### config.mk
export PLATFORM = sky130hd
export DESIGN_NAME = mult_share_arb
export DESIGN_NICKNAME = d
export VERILOG_FILES = /design/src/rtl/mult_share_arb.sv
export SDC_FILE = /design/constraint.sdc
export NUM_CORES = 1
export LEC_CHECK = 0
export ABC_AREA = 1
export BUFFER_PORTS_ARGS = -buffer_cell sky130_fd_sc_hd__clkbuf_2
export CAP_MARGIN = 20
export CORE_ASPECT_RATIO = 0.7
export CORE_UTILIZATION = 49
export DETAILED_ROUTE_END_ITERATION = 8
export PLACE_DENSITY = 0.81
export SYNTH_ARGS = -nofsm -noshare
export SYNTH_HDL_FRONTEND = slang
export SYNTH_SLANG_ARGS = --single-unit
export TNS_END_PERCENT = 5
### constraint.sdc
create_clock -name clk -period 1.99 [get_ports clk]
set_input_delay 0 -clock clk [delete_from_list [all_inputs] [get_ports clk]]
set_output_delay 0 -clock clk [all_outputs]
set_load 0.02 [all_outputs]
### src/rtl/mult_share_arb.sv
// Round-robin sharing of a single 16x16 mult_32 between two requesters.
// Latches the winner's operands, pulses init, waits for a done rising edge or watchdog, returns per port.
`timescale 1ns/1ps
module mult_share_arb #(
    parameter int TIMEOUT = 32'd64
) (
    input  logic        clk,
    input  logic        rst,
    input  logic        req0,
    input  logic [15:0] a0,
    input  logic [15:0] b0,
    output logic        ack0,
    output logic        err0,
    output logic [31:0] res0,
    input  logic        req1,
    input  logic [15:0] a1,
    input  logic [15:0] b1,
    output logic        ack1,
    output logic        err1,
    output logic [31:0] res1,
    output logic        m_init,
    output logic [15:0] m_A,
    output logic [15:0] m_B,
    input  logic [31:0] m_pp,
    input  logic        m_done,
    output logic        busy,
    output logic        owner
);

    localparam int WD_W = $clog2(TIMEOUT + 32'd1);
    localparam logic [WD_W-1:0] WD_LAST = WD_W'(TIMEOUT - 32'd1);
    localparam logic [WD_W-1:0] WD_STEP = WD_W'(32'd1);

    localparam logic [1:0] S_IDLE   = 2'd0;
    localparam logic [1:0] S_LAUNCH = 2'd1;
    localparam logic [1:0] S_WAIT   = 2'd2;
    localparam logic [1:0] S_RESP   = 2'd3;

    logic [1:0]      state_r;
    logic            pref_r;
    logic            owner_r;
    logic            busy_r;
    logic            m_init_r;
    logic [15:0]     m_a_r;
    logic [15:0]     m_b_r;
    logic [WD_W-1:0] wd_r;
    logic            d_prev_r;
    logic            ack0_r;
    logic            ack1_r;
    logic            err0_r;
    logic            err1_r;
    logic [31:0]     res0_r;
    logic [31:0]     res1_r;

    logic            grant_s;
    logic            win_s;
    logic            done_edge_s;
    logic            wd_expired_s;
    logic            finish_s;
    logic            timeout_s;

    // Arbitration and completion decode; pref_r names the port that wins a tie.
    always_comb begin
        grant_s      = req0 | req1;
        done_edge_s  = m_done & ~d_prev_r;
        wd_expired_s = (wd_r == WD_LAST);
        finish_s     = (state_r == S_WAIT) & (done_edge_s | wd_expired_s);
        timeout_s    = (state_r == S_WAIT) & ~done_edge_s & wd_expired_s;
        if (req0 && req1) begin
            win_s = pref_r;
        end else if (req1) begin
            win_s = 1'b1;
        end else begin
            win_s = 1'b0;
        end
    end

    // Control FSM: grant, single-cycle init, wait, respond.
    always_ff @(posedge clk) begin
        if (rst) begin
            state_r  <= S_IDLE;
            pref_r   <= 1'b0;
            owner_r  <= 1'b0;
            busy_r   <= 1'b0;
            m_init_r <= 1'b0;
        end else begin
            m_init_r <= 1'b0;
            case (state_r)
                S_IDLE: begin
                    if (grant_s) begin
                        owner_r  <= win_s;
                        busy_r   <= 1'b1;
                        m_init_r <= 1'b1;
                        state_r  <= S_LAUNCH;
                    end
                end
                S_LAUNCH: state_r <= S_WAIT;
                S_WAIT: begin
                    if (finish_s) begin
                        state_r <= S_RESP;
                    end
                end
                S_RESP: begin
                    pref_r  <= ~owner_r;
                    busy_r  <= 1'b0;
                    state_r <= S_IDLE;
                end
                default: begin
                    busy_r  <= 1'b0;
                    state_r <= S_IDLE;
                end
            endcase
        end
    end

    // Operand latch: captured at grant and held until the next grant.
    always_ff @(posedge clk) begin
        if (rst) begin
            m_a_r <= 16'd0;
            m_b_r <= 16'd0;
        end else if ((state_r == S_IDLE) && grant_s) begin
            m_a_r <= win_s ? a1 : a0;
            m_b_r <= win_s ? b1 : b0;
        end
    end

    // Watchdog and done history; a done already high on WAIT entry is not an edge.
    always_ff @(posedge clk) begin
        if (rst) begin
            wd_r     <= '0;
            d_prev_r <= 1'b0;
        end else begin
            d_prev_r <= m_done;
            if (state_r == S_LAUNCH) begin
                wd_r <= '0;
            end else if ((state_r == S_WAIT) && !wd_expired_s) begin
                wd_r <= wd_r + WD_STEP;
            end
        end
    end

    // Per-port result, error and ack; ack is high during the RESP cycle only.
    always_ff @(posedge clk) begin
        if (rst) begin
            ack0_r <= 1'b0;
            ack1_r <= 1'b0;
            err0_r <= 1'b0;
            err1_r <= 1'b0;
            res0_r <= 32'd0;
            res1_r <= 32'd0;
        end else begin
            ack0_r <= 1'b0;
            ack1_r <= 1'b0;
            if (finish_s) begin
                if (owner_r) begin
                    ack1_r <= 1'b1;
                    err1_r <= timeout_s;
                    res1_r <= timeout_s ? 32'd0 : m_pp;
                end else begin
                    ack0_r <= 1'b1;
                    err0_r <= timeout_s;
                    res0_r <= timeout_s ? 32'd0 : m_pp;
                end
            end
        end
    end

    assign ack0   = ack0_r;
    assign ack1   = ack1_r;
    assign err0   = err0_r;
    assign err1   = err1_r;
    assign res0   = res0_r;
    assign res1   = res1_r;
    assign m_init = m_init_r;
    assign m_A    = m_a_r;
    assign m_B    = m_b_r;
    assign busy   = busy_r;
    assign owner  = owner_r;

endmodule

==> results of run 1 <==
[metal layers]
metal  part of all wire  routed length, um  global-route usage  up-vias
met5                  0                  0                   0        -
met4              0.052                894              0.2147        0
met3              0.066               1133             0.08050       79
met2               0.48               8294              0.5601      284
met1               0.40               6822              0.3535     2664
li1                   -                  -                   -     2895
[logic make-up (layout without fill, tap and decap cells)]
family                   count (synthesis)  count (layout)  synth area share
flip-flops                             114             114            0.4489
AND/OR/NAND/NOR                        411             411            0.3163
buffers and inverters                  155             464            0.1300
AO/OA/AOI/OAI                           80              80           0.08664
adder cells (fa/ha/maj)                  6               6           0.01477
XOR/XNOR                                 2               2          0.003446
[final cells by class]
class / count / area (um2)
Multi-Input combinational cell: 499 / 2153
Tap cell: 128 / 160.2
Timing Repair Buffer: 317 / 2170
Sequential cell: 114 / 2283
Timing Repair inverter: 1 / 5.005
Clock buffer: 23 / 488.0
Clock inverter: 9 / 80.08
Inverter: 114 / 427.9
Fill cell: 652 / 2105
[worst max-delay path, delay by kind of cell, from the launching register on]
kind | cells | cell delay, ps
AOI/OAI and AO/OA | 2 | 360
buffers and inverters | 3 | 930
adders and majority gates | 1 | 240
DFF | 1 | 400
[synthesized netlist by cell type, drive strengths merged]
master  number  area share
nand3        5      0.0098
o21ai       39       0.038
a31oi       32       0.039
xor2         2      0.0034
inv        114       0.084
a21oi        9      0.0089
ha           6       0.015
dfxtp      114        0.45
nor2       182        0.14
or2          1      0.0012
nand3b       1      0.0015
clkbuf      19       0.014
nand2      221        0.17
buf         22       0.032
nand4        1      0.0012
[power by group through the flow]
stage | logic (uW) | clock network, uW | registers [uW]
floorplan | 1060 | 0 | 3390
global placement | 2200 | 0 | 2960
detailed placement | 2230 | 0 | 2960
CTS | 2430 | 2910 | 2920
global route | 2830 | 3030 | 3010
finish | 2610 | 2920 | 2980
[cells in the final DEF (no fill, tap or decap)]
master           n
nor2_2           2
nand4_1          1
dfxtp_2          1
nand3b_1         1
clkbuf_2       203
dfxtp_1        113
nand2_2          3
buf_4            9
o21ai_2          1
o21ai_0         37
bufinv_16        1
a31oi_2          1
ha_1             6
a31oi_1         31
clkbuf_1         2
a21oi_1          9
clkinvlp_4       4
clkinvlp_2       1
nand3_1          3
clkinv_2         4
nand2_4          1
nor2_1         179
inv_1          112
nor2_4           1
clkbuf_16       17
dlygate4sd3_1  101
buf_8            1
xor2_1           2
buf_12           3
o21ai_1          1
clkbuf_8         4
nand3_4          2
or2_1            1
nand2_1        217
inv_2            2
[sequential cells by signal, summed over array words and instances, names as in the netlist, 2 cells and up]
register,count
res0,32
state_r,2
wd_r,7
m_B,16
m_A,16
res1,32
[per-stage QoR]
step / total power [uW] / setup WS (ps) / hold slack (ps)
after floorplan: 4456 / 474.6 / 69.07
after global placement: 5153 / 331.1 / 220.2
after detailed placement: 5189 / 298.7 / 220.0
after CTS: 8261 / 49.26 / 377.9
after global routing: 8877 / -48.68 / 405.7
final: 8517 / 4.596 / 361.3
[how the worst max path moves through the flow]
stage          slack, ps  endpoint       start  depth (start not counted)
2_1_floorplan        470  res0[10]  state_r[0]                          8
6_report               5    m_A[8]  state_r[1]                          6
3_5_place_dp         300  res1[28]  state_r[0]                          8
3_3_place_gp         330  res0[28]  state_r[0]                          8
4_1_cts               50   m_A[13]      pref_r                          8
5_1_grt              -50    m_B[8]  state_r[1]                          8
[repair_timing]
action                     4_1_cts  5_1_grt
hold endpoints to repair       101        0
gates resized for setup          0        9
hold buffers                   101        0
buffers inserted                 0        1
setup endpoints to repair        0        4
==> run_results.csv, run 1 <==
group,metric,value,unit
setup_path,cpMaxStageDelayCell,"dlygate4sd3_1",
placement,placed_cells,1070,
timing,slew_headroom,0.6889,
clock_tree,clk_latency,420,ps
global_routing,track_usage,0.3241,
finish,postLayoutCoreUtil,0.7868,
setup_path,critPathKind,"reg -> reg",
pwr,power.density,1096,nW/um2
min_path,min_to,"m_B[6]",
clock_tree,cts_tree,"built",
yosys,yosysUniqueCellTypes,23,
floorplan,dieArea,10790,um2
setup_path,start_kind,"register",
finish,antenna_cells,0,
setup_path,critPathMaxStageDelay,590,ps
flow_run,max_cap_violations,0,
timing,final_max_slew_viol_count,0,
setup_path,r2r-start,"state_r[1]",
global_routing,grt_max_degree,58,
pwr,internal-power,5498,uW
routing,drt_wl_total,17150,um
setup_path,timing.rr.end,"m_A[8]",
yosys,ys_seq_elements,114,
timing,timing.setup.tns,0,ps
min_path,hold_depth,4,
pwr,clockPowerShare,0.343,
floorplan,die_h,87.22,um
floorplan,core_area,9872,um2
timing,max_freq,503.7,MHz
setup_path,crit_chain,"inv_1, ha_1, o21ai_2, clkinvlp_2, a31oi_1, dlygate4sd3_1",
timing,hold_viol,0,
floorplan,pin_count,204,
timing,period_minus_slack,1985,ps
yosys,synth_nets,875,
routing,dr.first_iter.drc_count,397,
finish,finalInstanceArea,7767,um2
clock_tree,cts.path.max_buffers,2,
floorplan,initial_core_util,0.5150,
min_path,hp-start,"b1[6]",
global_routing,grt_overflow,0,
pwr,swShare,0.3545,
timing,fin_crit_sh,0.9977,
finish,drive_above_1_share,0.2423,
pwr,power_frac_comb,0.306,
routing,firstDrtPassIters,5,
finish,layout.cells.non_filler,1205,
setup_path,crit_arrival,2330,ps
floorplan,num_rows,30,
setup_path,reg2reg_slack,5,ps
timing,skew,18.38,ps
placement,finalWeightedCongestion,0.8322,
finish,nets,1171,
routing,ant_nets,0,
setup_path,r2r_cells,6,
finish,syn_to_final_growth,52.79,%
pwr,p_sw,3019,uW
global_routing,grt_pass1_wl,26680,um
pwr,leakagePower,0.004215,uW
routing,wl_per_cell,14.23,um
clock_tree,ctsRootBufferMaster,"clkbuf_16",
routing,vias,5922,
global_routing,antenna_found_initial,0,
placement,io_buffers,203,
timing,setup_violations,0,
clock_tree,clkSinkCount,114,
clock_tree,cts_max_level,4,
routing,drc,0,
global_routing,grt_pass1_vias,5676,
placement,placed_area,6155,um2
floorplan,die_w,123.7,um
placement,place_hpwl,8805,um
timing,worst_pin_slew,466.0,ps
clock_tree,numCtsBuffers,17,
run_status,status,"finished, final reports clean",
clock_tree,cts.clk_slew.worst_paths,70,ps
pwr,seq_power_share,0.350,
pwr,ir_worst_vdd,0.8405,mV
yosys,ys_warn_count,0,
yosys,syn_inst,768,
setup_path,cp-end-kind,"register",
min_path,holdCritPathClass,"in -> reg",
setup_path,required,2340,ps
routing,viasPerCell,4.915,
yosys,syn_area,5084,um2
yosys,seq_area_frac_synth,0.4489,
setup_path,crit_fanout,4,
yosys,synth.avg_cell_area,6.619,um2
Power figures use the tool's default switching activity.
==> inputs of run 2 (changes only) <==
Settings changed: CTS_CLUSTER_DIAMETER set to 50, PLACE_DENSITY 0.81 to unset, PLACE_DENSITY_LB_ADDON set to 0.15, SETUP_SLACK_MARGIN set to 0.02.
==> run 2 against run 1 <==
  * Sequential power shrank 1%
  * Non-clock buffer count shrank 3
  * Clock-buffer cell count shrank 2
  * Critical path type unchanged
  * Critical endpoint is now m_B[9]
==> run_results.csv, run 2 (synthesis results as in run 1) <==
group,metric,value,unit
run_status,status,"finished, final reports clean",
routing,drc,0,
floorplan,initial_core_util,0.5150,
timing,timing.setup.tns,0,ps
timing,slew_headroom,0.7097,
finish,final_cell_mix,"nand2_1 (218), clkbuf_2 (203), nor2_1 (179)",
placement,place_hpwl,8390,um
setup_path,required,2260,ps
global_routing,grt_pass1_wl,25540,um
clock_tree,postCtsSetupRepairBufs,0,
setup_path,critPathKind,"reg -> reg",
finish,antenna_cells,0,
routing,viasPerCell,4.804,
min_path,holdCritPathClass,"in -> reg",
timing,period_minus_slack,1817,ps
clock_tree,numCtsBuffers,17,
placement,place_ws,233.4,ps
global_routing,antenna_found_initial,0,
setup_path,crit_fanout,65,
timing,fin_crit_sh,0.9129,
placement,io_buffers,203,
pwr,finalPower,8378,uW
pwr,ir_worst_vdd,0.7363,mV
timing,worst_pin_slew,430.9,ps
placement,finalWeightedCongestion,0.7723,
floorplan,die_w,123.7,um
clock_tree,cts_max_level,4,
finish,fillers,715,
timing,timing.final.ws_setup,173.4,ps
global_routing,top_usage_layer,"met2",
setup_path,cp-startpoint,"state_r[0]",
clock_tree,ctsRootBufferMaster,"clkbuf_16",
global_routing,grt_overflow,0,
timing,final_max_slew_viol_count,0,
timing,setup_violations,0,
finish,drive_above_1_share,0.2329,
clock_tree,cts.clk_slew.worst_paths,50,ps
finish,ff_latch_area,2282,um2
clock_tree,clkSinkCount,114,
routing,vias,5750,
routing,ant_nets,0,
timing,max_freq,550.5,MHz
floorplan,dieArea,10790,um2
setup_path,crit_arrival,2090,ps
clock_tree,cts.path.max_buffers,2,
floorplan,die_h,87.22,um
flow_run,max_cap_violations,0,
global_routing,met1_usage,0.3491,
timing,rsz0062_at_grt,"no",
min_path,hp-start,"req0",
finish,postLayoutCoreUtil,0.7826,
clock_tree,clk_latency,410,ps
routing,drt_wl_total,15780,um
finish,nets,1167,
finish,multi_input_area,2141,um2
routing,dr.first_iter.drc_count,322,
setup_path,start_kind,"register",
clock_tree,cts_tree,"built",
global_routing,grt_pass1_vias,5603,
timing,hold_viol,0,
pwr,power.density,1084,nW/um2
routing,wl_per_cell,13.19,um
floorplan,num_rows,30,
pwr,leakagePower,0.004206,uW
global_routing,grt_max_degree,66,
setup_path,cp-end-kind,"register",
global_routing,met2_usage,0.4944,
setup_path,r2r-start,"state_r[0]",
routing,firstDrtPassIters,5,
finish,layout_commonest_cell,"nand2_1",
floorplan,core_area,9872,um2
global_routing,track_usage,0.3060,
floorplan,pin_count,204,
global_routing,grt_util_met3,0.1008,
timing,skew,8.668,ps
finish,syn_to_final_growth,51.98,%
## run 2: layer usage
layer | part of all wire | wire (um)
met1 | 0.41 | 6493
met3 | 0.075 | 1190
met5 | 0 | 0
met2 | 0.47 | 7360
met4 | 0.047 | 740
## run 2: cell type report
cell class | instances | area share
Tap cell | 128 | 0.02073
Sequential cell | 114 | 0.2954
Multi-Input combinational cell | 499 | 0.2771
Inverter | 114 | 0.05538
Clock buffer | 21 | 0.05960
Clock inverter | 7 | 0.01425
Timing Repair Buffer | 314 | 0.2776
## run 2: worst paths after layout
| path | depth (start not counted) | to | slack (ps) |
|---|---|---|---|
| worst max-delay path | 7 | m_B[9] | 170 |
| worst min-delay path | 4 | busy | 40 |
| worst max register to register | 7 | m_B[9] | 170 |
| worst min register to register | 2 | wd_r[6] | 510 |
## run 2: repair_timing
| action | CTS | global route |
|---|---|---|
| endpoints found under the setup margin | 0 | 33 |
| hold buffers | 100 | 0 |
| endpoints found under the hold margin | 102 | 0 |
| resized for setup | 0 | 5 |
## run 2: power by group
part	total [uW]	switching, uW	internal [uW]	leakage [uW]
clock	2990	1000	1990	0.000284
sequential	2940	241	2700	0.000930
combinational	2440	1570	867	0.00299
## run 2: worst max-delay path: stages, from the launching register on
cell,delay [ps]
dfxtp_1,390
inv_1,110
ha_1,230
o21ai_0,180
inv_1,170
buf_8,240
o21ai_0,260
a31oi_1,70
## run 2: stage by stage
stage / cells / cell area [um2] / hold slack (ps)
after floorplan: 768 / 5084 / 69.07
after global placement: 1069 / 6147 / 236.3
final: 1197 / 7726 / 44.68
after global routing: 1197 / 7726 / 70.42
after detailed placement: 1069 / 6147 / 227.1
after CTS: 1197 / 7719 / 1.778
